### src/rtl/x_stream_tx.sv
// x_stream_tx: holds one LENX-word vector in a local single-port memory and streams it, address 0 first.
// Latency: start edge t -> first valid at t+2; start-to-done 2*LENX+1 cycles (LENX+2 with XTX_SKID_EN).
// Backpressure: m_ready_x low freezes m_valid_x/m_data_out_x; valid is registered, never combinational on ready.
//
// Optional feature macro: XTX_SKID_EN -- when defined, the next word is read on every handshake so the
// stream runs at one word per cycle; when undefined, each word is re-fetched after its handshake
// (one word per two cycles).
//
// Ports:
//   clk, reset         clock; synchronous active-low reset
//   wr_en/wr_addr/wr_data  load port, honoured only while idle and for wr_addr < LENX
//   start              level, sampled while idle; begins a transmission
//   busy, done         transmission in progress; one-cycle pulse after the final handshake
//   m_data_out_x, m_valid_x, m_ready_x   valid/ready output stream
module x_stream_tx #(
    parameter int WIDTH = 16,
    parameter int LENX  = 8,
    parameter int ADDRX = 3
) (
    input  logic             clk,
    input  logic             reset,
    input  logic             wr_en,
    input  logic [ADDRX-1:0] wr_addr,
    input  logic [WIDTH-1:0] wr_data,
    input  logic             start,
    output logic             busy,
    output logic             done,
    output logic [WIDTH-1:0] m_data_out_x,
    output logic             m_valid_x,
    input  logic             m_ready_x
);

    typedef enum logic [1:0] {
        IDLE  = 2'd0,
        FETCH = 2'd1,
        SEND  = 2'd2
    } state_t;

    localparam logic [ADDRX:0]   LEN_C  = (ADDRX+1)'(LENX);
    localparam logic [ADDRX-1:0] LAST_C = ADDRX'(LENX - 1);

    state_t           state_q, state_d;
    logic [ADDRX-1:0] cnt_q, cnt_d;
    logic             vld_q, vld_d;
    logic             busy_q, busy_d;
    logic             done_q, done_d;
    logic             prime_q, prime_d;
    logic [WIDTH-1:0] rd_q;

    logic [WIDTH-1:0] mem_q [LENX];

    logic             rd_en;
    logic [ADDRX-1:0] rd_addr;
    logic             wr_ok;
    logic             hs;
    logic             last;

    assign hs    = vld_q & m_ready_x;
    assign last  = (cnt_q == LAST_C);
    // Writes are only taken while idle, so the single memory port never sees a read and a write together.
    assign wr_ok = (state_q == IDLE) && wr_en && ({1'b0, wr_addr} < LEN_C);

    always_comb begin
        state_d = state_q;
        cnt_d   = cnt_q;
        vld_d   = vld_q;
        busy_d  = busy_q;
        done_d  = 1'b0;
        prime_d = prime_q;
        rd_en   = 1'b0;
        rd_addr = cnt_q;

        case (state_q)
            IDLE: begin
                if (start) begin
                    state_d = FETCH;
                    busy_d  = 1'b1;
                    cnt_d   = '0;
                    prime_d = 1'b1;
                end
            end

            FETCH: begin
                rd_en = 1'b1;
                // The first fetch after start spends an extra cycle: address 0 is registered at t+1
                // and presented at t+2, giving the same start-to-first-valid latency in both builds.
                if (prime_q) begin
                    prime_d = 1'b0;
                end else begin
                    state_d = SEND;
                    vld_d   = 1'b1;
                end
            end

            SEND: begin
                if (hs) begin
                    if (last) begin
                        state_d = IDLE;
                        vld_d   = 1'b0;
                        busy_d  = 1'b0;
                        done_d  = 1'b1;
                        cnt_d   = '0;
                    end else begin
                        cnt_d = cnt_q + ADDRX'(1);
`ifdef XTX_SKID_EN
                        // Read the following word on the handshake edge; rd_q then holds it
                        // from that edge on and is left untouched through any stall.
                        rd_en   = 1'b1;
                        rd_addr = cnt_q + ADDRX'(1);
`else
                        state_d = FETCH;
                        vld_d   = 1'b0;
`endif
                    end
                end
            end

            default: begin
                state_d = IDLE;
            end
        endcase
    end

    always_ff @(posedge clk) begin
        if (!reset) begin
            state_q <= IDLE;
            cnt_q   <= '0;
            vld_q   <= 1'b0;
            busy_q  <= 1'b0;
            done_q  <= 1'b0;
            prime_q <= 1'b0;
        end else begin
            state_q <= state_d;
            cnt_q   <= cnt_d;
            vld_q   <= vld_d;
            busy_q  <= busy_d;
            done_q  <= done_d;
            prime_q <= prime_d;
        end
    end

    // Read/prefetch register; it drives the stream data directly and only changes on a read.
    always_ff @(posedge clk) begin
        if (!reset) begin
            rd_q <= '0;
        end else if (rd_en) begin
            rd_q <= mem_q[rd_addr];
        end
    end

    // Vector storage is deliberately not reset so a loaded vector survives reset.
    always_ff @(posedge clk) begin
        if (wr_ok) begin
            mem_q[wr_addr] <= wr_data;
        end
    end

    assign busy         = busy_q;
    assign done         = done_q;
    assign m_valid_x    = vld_q;
    assign m_data_out_x = rd_q;

endmodule

### config.mk
export PLATFORM = sky130hd
export DESIGN_NAME = x_stream_tx
export DESIGN_NICKNAME = d
export VERILOG_FILES = /design/src/rtl/x_stream_tx.sv
export SDC_FILE = /design/constraint.sdc
export NUM_CORES = 1
export LEC_CHECK = 0
export ABC_AREA = 1
export CORE_UTILIZATION = 40
export CTS_CLUSTER_SIZE = 28
export DETAILED_ROUTE_END_ITERATION = 7
export PLACE_DENSITY = 0.59
export SYNTH_ARGS = -nofsm -noshare
export SYNTH_HDL_FRONTEND = slang
export SYNTH_SLANG_ARGS = --single-unit
### constraint.sdc
create_clock -name clk -period 1.8 [get_ports clk]
set_clock_uncertainty 0.05 [all_clocks]
set_input_delay 0.18 -clock clk [delete_from_list [all_inputs] [get_ports clk]]
set_output_delay 0.18 -clock clk [all_outputs]
set_load 0.005 [all_outputs]
==> flow_summary.yaml <==
run_status:
  status: "finished, final reports clean"
synthesis:
  yosysWarnings: 0
  synth.cell_area_sq_mm: 0.00643
  synthesis.nets: 654
  yosysSeqAreaShare_pct: 67.6
  ys_ff_latch: 153
  ys_types: 21
  yosysTopAreaCellShare_pct: 59.8
  synth_area_leaders: "edfxtp_1 60%, nand2_1 12%, dfxtp_1 7.8%, nand3_1 7.6%, inv_1 6.1%"
  yosysTopAreaCell: "edfxtp_1"
  syn_inst: 628
  syn_avg_cell_area_sq_um: 10.2
pwr:
  netSwitchingFraction_pct: 23.0
  p_comb_share_pct: 9.4
  seq_power_share_pct: 46.4
  power_leakage_nw: 3.32
  clock_power_share_pct: 44.1
  power.switching_w: 0.00198
  intPower_w: 0.00663
  power_density_mw_per_mm2: 1100
  peakVddDrop_uv: 797
detailed_routing:
  drt-total-wl_um: 14400
  first_pass_iters: 5
  first_iter_violations: 394
  vias_per_cell: 4.75
  drc: 0
  vias: 4350
  wl_per_cell_um: 15.7
  ant_nets: 0
setup_path:
  max_stage_delay_ns: 0.34
  crit_buf_inv: 2
  required_ns: 1.88
  critPathLaunchType: "flop"
  cpMaxStageDelayCell: "dfxtp_1"
  crit_family: "simple AND/OR/NAND/NOR gates"
  cp.arrival_ns: 1.74
  critical_path.endpoint_type: "flop"
  crit_path_cell_trace: "nor3b_1 > buf_4 > nand2_1 > nor2_1 > buf_4"
  path_max_fanout: 9
  crit_top_cell: "buf_4"
  setup.worst_path.class: "flop to flop"
global_route:
  grt.overflow.total: 0
  antenna_found_initial: 0
  grt_first_pass_wirelength_um: 22300
  grtUsageTotal_pct: 18.8
  grt_max_degree: 39
  grt_pass1_vias: 4173
timing:
  min_period_ns: 1.66
  fmax_mhz: 603
  max_slew.worst_pin.slew_ns: 0.558
  min_period_over_period_pct: 92.1
  setup_ws_ns: 0.142
  finalHoldViolCount: 0
  finalSetupViolations: 0
  rsz0062_at_grt: "false"
  final_max_slew_viol_count: 0
  relSlewSlack_pct: 62.7
floorplanning:
  start_util_pct: 41.7
  die_y_um: 129
  die_x_um: 129
  rows: 45
  coreArea_sq_mm: 0.0154
  ios: 43
  die-area_sq_mm: 0.0166
finish:
  mostFrequentLayoutCell: "nand2_1"
  antenna_cells: 0
  areaGrowthSynthToFinish_pct: 21.2
  layout_common_cells: "209 x nand2_1, 128 x edfxtp_1, 104 x inv_1"
  multiInputGateArea_sq_mm: 0.00148
  drive_above_1_share_pct: 10.1
  fill_cells: 1371
  regArea_sq_mm: 0.00435
  final_net_count: 717
  design_area_sq_mm: 0.00779
  post-route-util_pct: 50.5
place:
  dp_hpwl_um: 9800
  gp_congestion: 0.823
  post_dp_cell_area_sq_mm: 0.00716
  io_buffers: 42
  place_ws_ns: -0.149
clock_network:
  h-tree-depth: 4
  clk_pin_slew_ns: 0.07
  cts_made_buffers: 17
  cts_tree: "built"
  post_cts_buffers: 0
  cts_sinks: 153
  insertion_delay_ns: 0.42
  clockBufferDepth: 2
  root_buffer: "clkbuf_16"
  cts_hold_buf: 0
  cts-resized-gates: 0
min_path:
  hp-class: "input port to flop"
flow_run:
  drv_cap: 0
==> cell type report <==
type                       instances  share of cell area (%)
sequential                       153                    55.8
multi-input combinational        339                    19.0
timing repair buffer              70                    8.41
clock buffer                      19                    5.68
inverter                         110                    5.30
tap                              211                    3.39
clock inverter                    13                    2.47
==> path summary, 6_finish.rpt <==
path / cells past startpoint / from / end / slack [ns]
min: 3 / m_ready_x / done$_SDFF_PN0_ / 0.32
min reg2reg: 2 / m_data_out_x[12]$_SDFFE_PN0P_ / m_data_out_x[12]$_SDFFE_PN0P_ / 0.40
max: 5 / state_q[1]$_SDFFE_PN0P_ / mem_q[6][4]$_DFFE_PP_ / 0.14
max reg2reg: 5 / state_q[1]$_SDFFE_PN0P_ / mem_q[6][4]$_DFFE_PP_ / 0.14
==> power groups by stage <==
stage	registers [W]	clock network, W	logic (W)
after floorplan	0.00406	0	0.000486
after global placement	0.00407	0	0.000809
after detailed placement	0.00407	0	0.000816
after CTS	0.00400	0.00386	0.000822
after global routing	0.00400	0.00399	0.000902
final	0.00399	0.00380	0.000811
==> per-stage QoR <==
step | hold WS (ns) | total power, W | TNS [ns] | instances
finish | 0.325 | 0.00860 | 0 | 915
global route | 0.323 | 0.00890 | 0 | 915
CTS | 0.300 | 0.00867 | 0 | 915
detailed placement | 0.394 | 0.00488 | -9.62 | 883
global placement | 0.390 | 0.00488 | -10.88 | 883
floorplan | 0.229 | 0.00455 | -9.25 | 628
==> sequential cells by signal, summed over array words and instances (netlist names) <==
register	cells
mem_q	128
m_data_out_x	16
cnt_q	3
state_q	2
busy	1
done	1
m_valid_x	1
prime_q	1
==> Yosys cell counts (all sizes together) <==
library cell    n
nand3          98
nor3            2
ha              2
o21ai           3
inv           110
o21bai          1
dfxtp          25
nor3b           1
buf            26
nor2           13
a21oi           7
edfxtp        128
nand2         212
==> layer usage <==
layer / share of wire [%] / routed length [um] / up-vias / global-route usage [%]
li1: - / - / 2139 / -
met1: 45 / 6440 / 2063 / 24.7
met2: 48 / 6890 / 131 / 31.0
met3: 5.9 / 853 / 17 / 4.41
met4: 1.2 / 168 / 0 / 5.81
met5: 0 / 0 / - / 0
==> worst min-delay path: cells and delay by family <==
kind,cells,cell delay [ns]
buffers and inverters,1,0.40
and+or+nand+nor,2,0.17
==> cells by family (layout without fill, tap and decap cells) <==
kind of cell,count (synthesis),count (layout),share of synthesized area (%)
buffers and inverters,136,212,9.44
AND/OR/NAND/NOR,326,326,21.7
AO/OA/AOI/OAI,11,11,0.895
flip-flops,153,153,67.6
adder cells (fa/ha/maj),2,2,0.389
(Power assumes the default switching activity.)
